[src/rtl/switch_updown_counter.sv]
`default_nettype none
// ============================================================================
// Module  : switch_updown_counter
// Purpose : Two debounced switches step a two-digit BCD count (00-99) up/down,
//           with optional hold-to-repeat (SWITCH_UPDOWN_COUNTER_AUTOREPEAT_EN).
// Revision: 1.0  initial release
// ============================================================================
module switch_updown_counter #(
    parameter int DEBOUNCE_LIMIT = 250000,
    parameter int REPEAT_DELAY   = 12500000,
    parameter int REPEAT_RATE    = 2500000
) (
    input  logic       i_Clk,
    input  logic       i_Rst,
    input  logic       i_Switch_Up,
    input  logic       i_Switch_Dn,
    output logic [3:0] o_Ones,
    output logic [3:0] o_Tens,
    output logic       o_Step
);

    localparam int              DB_W      = $clog2(DEBOUNCE_LIMIT + 1);
    localparam logic [DB_W-1:0] C_DB_LAST = DB_W'(DEBOUNCE_LIMIT - 1);

    localparam logic [1:0] S_IDLE   = 2'd0;
    localparam logic [1:0] S_DELAY  = 2'd1;
    localparam logic [1:0] S_REPEAT = 2'd2;

    localparam logic C_DIR_UP = 1'b0;
    localparam logic C_DIR_DN = 1'b1;

    if (DEBOUNCE_LIMIT < 1 || REPEAT_DELAY < 1 || REPEAT_RATE < 1) begin : g_param_check
        $error("switch_updown_counter: all timing parameters must be >= 1");
    end

    // Index 0 is the Up switch, index 1 the Dn switch.
    logic [1:0]      w_raw;
    logic [1:0]      r_db_level;
    logic [1:0]      r_db_q;
    logic [DB_W-1:0] r_db_cnt [2];
    logic [1:0]      w_press;

    assign w_raw   = {i_Switch_Dn, i_Switch_Up};
    assign w_press = r_db_level & ~r_db_q;

    always_ff @(posedge i_Clk) begin
        if (i_Rst) begin
            r_db_level <= 2'b00;
            r_db_q     <= 2'b00;
            for (int i = 0; i < 2; i++) r_db_cnt[i] <= '0;
        end else begin
            r_db_q <= r_db_level;
            for (int i = 0; i < 2; i++) begin
                if (w_raw[i] == r_db_level[i]) begin
                    r_db_cnt[i] <= '0;
                end else if (r_db_cnt[i] == C_DB_LAST) begin
                    r_db_level[i] <= w_raw[i];
                    r_db_cnt[i]   <= '0;
                end else begin
                    r_db_cnt[i] <= r_db_cnt[i] + 1'b1;
                end
            end
        end
    end

    logic [1:0] r_state;
    logic [1:0] w_state_nxt;
    logic       r_dir;
    logic       w_dir_nxt;
    logic       w_dir_held;
    logic       w_step;
    logic       w_timer_clr;

    assign w_dir_held = (r_dir == C_DIR_UP) ? r_db_level[0] : r_db_level[1];

`ifdef SWITCH_UPDOWN_COUNTER_AUTOREPEAT_EN
    localparam int            C_TMAX_I     = (REPEAT_DELAY > REPEAT_RATE) ? REPEAT_DELAY : REPEAT_RATE;
    localparam int            TW           = $clog2(C_TMAX_I + 1);
    localparam logic [TW-1:0] C_TMAX       = TW'(C_TMAX_I);
    localparam logic [TW-1:0] C_DELAY_LAST = TW'(REPEAT_DELAY - 1);
    localparam logic [TW-1:0] C_RATE_LAST  = TW'(REPEAT_RATE - 1);

    logic [TW-1:0] r_timer;

    // Saturating so the timer can never wrap into a spurious terminal count.
    always_ff @(posedge i_Clk) begin
        if (i_Rst || w_timer_clr || r_state == S_IDLE) begin
            r_timer <= '0;
        end else if (r_timer != C_TMAX) begin
            r_timer <= r_timer + 1'b1;
        end
    end
`endif

    always_comb begin
        w_state_nxt = r_state;
        w_dir_nxt   = r_dir;
        w_step      = 1'b0;
        w_timer_clr = 1'b0;
        case (r_state)
            S_IDLE: begin
                if (w_press[0]) begin
                    w_step      = 1'b1;
                    w_dir_nxt   = C_DIR_UP;
                    w_timer_clr = 1'b1;
                    w_state_nxt = S_DELAY;
                end else if (w_press[1]) begin
                    w_step      = 1'b1;
                    w_dir_nxt   = C_DIR_DN;
                    w_timer_clr = 1'b1;
                    w_state_nxt = S_DELAY;
                end
            end
            S_DELAY: begin
                if (!w_dir_held) begin
                    w_state_nxt = S_IDLE;
                end
`ifdef SWITCH_UPDOWN_COUNTER_AUTOREPEAT_EN
                else if (r_timer == C_DELAY_LAST) begin
                    w_step      = 1'b1;
                    w_timer_clr = 1'b1;
                    w_state_nxt = S_REPEAT;
                end
`endif
            end
            S_REPEAT: begin
                if (!w_dir_held) begin
                    w_state_nxt = S_IDLE;
                end
`ifdef SWITCH_UPDOWN_COUNTER_AUTOREPEAT_EN
                else if (r_timer == C_RATE_LAST) begin
                    w_step      = 1'b1;
                    w_timer_clr = 1'b1;
                end
`endif
            end
            default: w_state_nxt = S_IDLE;
        endcase
    end

    logic [3:0] w_ones_nxt;
    logic [3:0] w_tens_nxt;

    always_comb begin
        w_ones_nxt = o_Ones;
        w_tens_nxt = o_Tens;
        if (w_dir_nxt == C_DIR_UP) begin
            if (o_Ones == 4'd9) begin
                w_ones_nxt = 4'd0;
                w_tens_nxt = (o_Tens == 4'd9) ? 4'd0 : o_Tens + 4'd1;
            end else begin
                w_ones_nxt = o_Ones + 4'd1;
            end
        end else begin
            if (o_Ones == 4'd0) begin
                w_ones_nxt = 4'd9;
                w_tens_nxt = (o_Tens == 4'd0) ? 4'd9 : o_Tens - 4'd1;
            end else begin
                w_ones_nxt = o_Ones - 4'd1;
            end
        end
    end

    always_ff @(posedge i_Clk) begin
        if (i_Rst) begin
            r_state <= S_IDLE;
            r_dir   <= C_DIR_UP;
            o_Ones  <= 4'd0;
            o_Tens  <= 4'd0;
            o_Step  <= 1'b0;
        end else begin
            r_state <= w_state_nxt;
            r_dir   <= w_dir_nxt;
            o_Step  <= w_step;
            if (w_step) begin
                o_Ones <= w_ones_nxt;
                o_Tens <= w_tens_nxt;
            end
        end
    end

endmodule
`default_nettype wire
[config.mk]
export PLATFORM = sky130hd
export DESIGN_NAME = switch_updown_counter
export DESIGN_NICKNAME = d
export VERILOG_FILES = /design/src/rtl/switch_updown_counter.sv
export SDC_FILE = /design/constraint.sdc
export NUM_CORES = 1
export LEC_CHECK = 0
export ABC_CLOCK_PERIOD_IN_PS = 2400
export CORE_ASPECT_RATIO = 1.75
export CORE_MARGIN = 2
export CORE_UTILIZATION = 55
export DETAILED_ROUTE_END_ITERATION = 10
export PLACE_DENSITY = 0.72
export SETUP_SLACK_MARGIN = 0.5
export SLEW_MARGIN = 40
export SYNTH_ARGS = -nofsm -noshare
export SYNTH_HDL_FRONTEND = slang
export SYNTH_SLANG_ARGS = --single-unit
[constraint.sdc]
create_clock -name i_Clk -period 2.4 [get_ports i_Clk]
set_clock_uncertainty 0.1 [all_clocks]
set_input_delay 0.48 -clock i_Clk [delete_from_list [all_inputs] [get_ports i_Clk]]
set_output_delay 0.48 -clock i_Clk [all_outputs]
set_load 0.1 [all_outputs]
==> results of run 1 <==
-- sequential cells by signal, indices dropped and copies added, names as in the netlist --
signal      cells
r_db_q          2
r_db_level      2
r_dir           1
o_Tens          4
r_db_cnt       36
o_Ones          4
o_Step          1
r_state         1
-- timing repair --
| item | in CTS | in global routing |
|---|---|---|
| hold buffers | 0 | 0 |
| setup buffers | 4 | 10 |
| pin swaps | 3 | 5 |
| setup endpoints to repair | 38 | 37 |
| cloned | 1 | 2 |
| gates resized for setup | 16 | 11 |
-- layer usage --
metal  global-route usage, %  vias to the layer above  part of all wire [%]
li1                        -                     1133                     -
met1                    22.4                     1076                    39
met2                    36.9                       32                    57
met3                    2.73                        9                   1.6
met4                    8.22                        0                   2.0
met5                       0                        -                     0
-- worst paths after layout --
path	start	end	slack, ps	cells after the start
hold reg to reg	o_Ones[3]$_SDFFE_PP0P_	o_Ones[3]$_SDFFE_PP0P_	450	2
setup / recovery	r_db_cnt[1][10]$_SDFFCE_PN0P_	r_db_cnt[1][7]$_SDFFCE_PN0P_	470	5
setup reg to reg	r_db_cnt[1][10]$_SDFFCE_PN0P_	r_db_cnt[1][7]$_SDFFCE_PN0P_	470	5
hold / removal	o_Ones[3]$_SDFFE_PP0P_	o_Ones[3]$_SDFFE_PP0P_	450	2
-- cell usage in the layout, fill, tap and decap left out, types with 7 or more instances in the layout --
master     n
nand2b_1   8
buf_4     27
nor3_1     7
edfxtp_1  36
clkbuf_8   7
inv_1     11
nor2_1    57
nand3_1   13
conb_1    36
dfxtp_1    7
xor2_1    13
nand2_1   17
o21ai_0    9
xnor2_1   24
nand4_1    7
-- through the flow --
step / utilization, % / hold slack (ps) / instance area (um2) / total power (W) / cells
floorplan: - / 408 / 3040 / 0.00109 / 335
detailed placement: 62.9 / 434 / 3160 / 0.00112 / 390
CTS: 67.4 / 454 / 3390 / 0.00166 / 403
global route: 70.2 / 481 / 3520 / 0.00172 / 415
global placement: 62.9 / 419 / 3160 / 0.00112 / 390
finish: 70.2 / 451 / 3520 / 0.00166 / 415
-- final cells by class --
cell class                      count  area, um2
Sequential cell                    51       1400
Clock buffer                        8        100
Fill cell                         411       1500
Multi-Input combinational cell    260       1670
Tap cell                           54       67.6
Inverter                           11       41.3
Timing Repair Buffer               31        253
-- power groups by stage --
stage	Sequential (W)	Combinational (W)	Clock (W)
3_3_place_gp	0.00103	0.0000873	0
6_report	0.00101	0.000114	0.000532
5_1_grt	0.00102	0.000129	0.000572
3_5_place_dp	0.00103	0.0000881	0
2_1_floorplan	0.00102	0.0000710	0
4_1_cts	0.00101	0.000102	0.000549
-- cells in the mapped netlist (all sizes together), types with 2 or more instances --
cell type,count
buf,9
nor2,58
edfxtp,36
nand3,16
and3,3
o311ai,2
a21boi,2
and4,2
xnor2,24
o21ai,10
a31oi,3
nand2,17
inv,11
nor4b,3
a21oi,6
or3,4
dfxtp,15
nor3,8
ha,2
xor2,13
nand2b,8
mux2i,4
nand4,7
or2,2
nor4,7
clkbuf,7
nor2b,4
nor3b,5
-- critical path, delay by kind of cell, from the launching register on --
| kind | cells | cell delay (ps) |
|---|---|---|
| flops | 1 | 440 |
| simple gates | 5 | 1160 |
-- cells by family after synthesis --
group | after synthesis | share of synthesized area, %
other | 1 | 0.130
adders and majority gates | 2 | 0.868
buffers and inverters | 27 | 4.73
muxes | 5 | 1.78
xor gates and xnor gates | 37 | 11.2
and+or+nand+nor | 148 | 26.4
AOI/OAI and AO/OA | 29 | 6.90
DFF | 51 | 47.9
==> impl_metrics.tcl, run 1 <==
set metrics [dict create \
    synth.top_cell.area_share_pct 37.5 \
    cp-start-kind "register" \
    intPower_w 0.00129 \
    path_class "reg -> reg" \
    hp-class "reg -> reg" \
    setup_viol 0 \
    switching_share_pct 22.0 \
    antenna_cells 0 \
    synthDistinctLibCells 49 \
    synth_enable_flop_cells 36 \
    fp.dieArea_mm2 0.00586 \
    yosys.area.top_type "edfxtp_1" \
    syn_avg_cell_area_um2 9.61 \
    worst_slack_ps 471 \
    first_pass_iters 4 \
    clk_latency_ps 300 \
    viasPerCell 5.42 \
    syn_inst 300 \
    via_count 2250 \
    switching_power_w 0.000365 \
    cts_tree "done" \
    hold_viol 0 \
    peakVddDrop_mv 0.319 \
    grt_max_degree 18 \
    start_util_pct 57.4 \
    crit_required_ps 2360 \
    die_x_um 58.7 \
    wirelength_mm 5.77 \
    dp_hpwl_mm 3.78 \
    yosysSeqAreaShare_pct 47.9 \
    fin_crit_ps 1930 \
    antenna_found_initial 0 \
    clkSinkCount 51 \
    tns_ps 0 \
    cts_root_buf "clkbuf_8" \
    fin_crit_sh_pct 80.4 \
    design.core.area_mm2 0.00502 \
    max_freq_mhz 519 \
    leakage_nw 1.28 \
    drt_iter0_markers 51 \
    synthFlopType "edfxtp_1" \
    path_cells "nor4bb_2 -> nand3_2 -> nor4_4 -> or2_4 -> nor2_1" \
    path_clk_slew_ps 90 \
    die-height_um 99.8 \
    seq_power_share_pct 61.0 \
    grt.total_usage_pct 20.1 \
    gp_congestion 0.737 \
    h-tree-depth 2 \
    overflow 0 \
    cts_buffer_depth 2 \
    io_pins 13 \
    status "completed" \
    area_delta_synth_final_pct 22.3 \
    yosys-top-cells-area "edfxtp_1 (38%), dfxtp_1 (10%), nor2_1 (7.6%)" \
    synth-async-reset-ratio_pct 0 \
    syn_area_mm2 0.00288 \
    critPathSlowestCell "edfxtp_1" \
    ant_nets 0 \
    post-route-drc-count 0 \
    layout-drive-gt1-share_pct 20.8 \
    cts_made_buffers 5 \
    power_density_mw_per_mm2 470 \
    yosysWarnings 0 \
    max_cap_violations 0 \
    rsz0062_at_grt "true" \
    io_buffers 12 \
    slowest_delay_ps 440 \
    synth-seq-cells 51 \
    clockPowerShare_pct 32.1 \
    num_rows 34 \
    nets 366 \
    crit_path_end_kind "register" \
    preCtsSetupSlack_ps 169 \
    cp.arrival_ps 1890 \
    combPwrFrac_pct 6.9 \
    cp_max_fo 8 \
    slew_viol_final 0 \
    grt_pass1_vias 2063 \
    grt_pass1_wl_mm 9.11 \
    wl_per_cell_um 13.9 \
]
Note: power is estimated with default switching activity, not from simulation.
==> run 2: changes to the inputs <==
- ABC_CLOCK_PERIOD_IN_PS: 2400 -> 1810
- clock period: 2.4 -> 1.81 ns (I/O delays scaled with it)
==> impl_metrics.tcl, run 2 (same netlist as run 1, synthesis figures left out) <==
set metrics [dict create \
    seq_power_share_pct 57.8 \
    wl_per_cell_um 19.4 \
    hold_path_depth 1 \
    grt.total_usage_pct 25.6 \
    critical_path_depth 7 \
    fin_cells 482 \
    path_clk_slew_ps 100 \
    cts_tree "done" \
    via_count 2782 \
    peakVddDrop_mv 0.354 \
    largest_reg_flops 36 \
    switching_share_pct 25.7 \
    critPathSlowestCell "edfxtp_1" \
    path_cells "ha_1 -> nand3_2 -> nor3_1 -> buf_4 -> nand3_1 -> xor2_2 -> nor2_4" \
    whs_ps 439 \
    cp-start-kind "register" \
    start_util_pct 57.4 \
    antenna_cells 0 \
    drt_iter0_markers 218 \
    fill_cells 198 \
    slowest_delay_ps 400 \
    slew_viol_final 0 \
    mostFrequentLayoutCell "buf_4" \
    place_area_mm2 0.00368 \
    antenna_found_initial 0 \
    leakage_nw 1.73 \
    top_regs "r_db_cnt: 36 flops, o_Ones: 4 flops, o_Tens: 4 flops" \
    io_pins 13 \
    wirelength_mm 9.33 \
    power_density_mw_per_mm2 506 \
    nets 433 \
    viasPerCell 5.77 \
    grt_pass1_vias 2676 \
    cts_made_buffers 5 \
    worst_slack_ps -207 \
    intPower_w 0.00171 \
    crit_path_end_kind "register" \
    num_rows 34 \
    path_class "reg -> reg" \
    rsz0062_at_grt "true" \
    grt_pass1_wl_mm 11.5 \
    final_cell_mix "buf_4 (63), edfxtp_1 (36), conb_1 (36)" \
    setup_viol 38 \
    fin_crit_sh_pct 111 \
    cp_max_fo 4 \
    switching_power_w 0.000589 \
    fin_crit_ps 2020 \
    clockPowerShare_pct 31.5 \
    multi_input_area_mm2 0.00195 \
    first_pass_iters 4 \
    hold_viol 0 \
    stdcell_area_mm2 0.00453 \
    hp-class "reg -> reg" \
    layout-drive-gt1-share_pct 47.4 \
    dp.cells 431 \
    cts_buffer_depth 2 \
    die_x_um 58.7 \
    clkSinkCount 51 \
    post-route-drc-count 0 \
    overflow 0 \
    min-delay-start "o_Tens[1]$_SDFFE_PP0P_" \
    status "complete, but fails checks" \
    crit_required_ps 1790 \
    area_delta_synth_final_pct 57.4 \
    worstSetupStartpoint "r_db_cnt[0][1]$_SDFFCE_PN0P_" \
    cp_top_family "simple AND/OR/NAND/NOR gates" \
    power.total_w 0.00230 \
    die-height_um 99.8 \
    rrSetupSlack_ps -210 \
    combPwrFrac_pct 10.6 \
    max_cap_violations 0 \
    dp_hpwl_mm 4.38 \
    ant_nets 0 \
    fp.dieArea_mm2 0.00586 \
    violations "setup timing" \
    grt_max_degree 17 \
    path_buf_inv 1 \
    seqCellArea_mm2 0.00142 \
    r2r-start "r_db_cnt[0][1]$_SDFFCE_PN0P_" \
    max_freq_mhz 496 \
    hold_buffers 0 \
    cp.arrival_ps 1990 \
    h-tree-depth 2 \
    io_buffers 12 \
    reg2reg_depth 7 \
    clk_latency_ps 310 \
    design.core.area_mm2 0.00502 \
    gp_congestion 0.773 \
    largest_register "r_db_cnt" \
    cts_root_buf "clkbuf_8" \
]
[run 2: power by group through the flow]
stage / clock (W) / sequential, W / combinational, W
finish: 0.000724 / 0.00133 / 0.000244
global route: 0.000770 / 0.00133 / 0.000262
CTS: 0.000718 / 0.00132 / 0.000194
detailed placement: 0 / 0.00135 / 0.000159
global placement: 0 / 0.00135 / 0.000156
floorplan: 0 / 0.00135 / 0.000101
[run 2: stage by stage]
stage / utilization [%] / TNS (ps) / setup WS, ps
floorplan: - / -553 / -56.2
global placement: 73.3 / -3500 / -183
detailed placement: 73.3 / -5080 / -207
CTS: 83.6 / -89.1 / -15.9
global route: 90.3 / -7460 / -279
finish: 90.3 / -4230 / -207
[run 2: final timing paths]
kind / endpoint
min reg2reg: o_Tens[1]$_SDFFE_PP0P_
max reg2reg: r_db_cnt[0][12]$_SDFFCE_PN0P_
min: o_Tens[1]$_SDFFE_PP0P_
max: r_db_cnt[0][12]$_SDFFCE_PN0P_
[run 2: worst register-to-register path: stages, from the launching register on]
cell      delay [ps]
edfxtp_1         400
ha_1             220
nand3_2          170
nor3_1           340
buf_4            200
nand3_1          120
xor2_2           200
nor2_4            60
[run 2: what timing repair did]
item / in CTS / in global routing
buffers inserted: 25 / 16
endpoints found under the setup margin: 56 / 57
cloned: 2 / 0
pin swaps: 32 / 21
resized for setup: 60 / 55
[run 2: final cells by class]
class / instances / share of cell area (%)
Clock inverter: 2 / 0.359
Clock buffer: 6 / 1.82
Tap cell: 54 / 1.49
Inverter: 11 / 0.911
Timing Repair Buffer: 99 / 21.1
Multi-Input combinational cell: 259 / 43.1
Sequential cell: 51 / 31.3
[run 2: layer usage]
layer	track usage [%]	part of all wire [%]
met4	12.4	4.7
met2	49.1	56
met5	0	0
met1	25.9	36
met3	2.99	3.4
==> run 3: changes to the inputs <==
- GPL_ROUTABILITY_DRIVEN: unset -> 0
==> results of run 3 <==
Same layout as run 2: the final DEF is identical, and so are final timing and power.
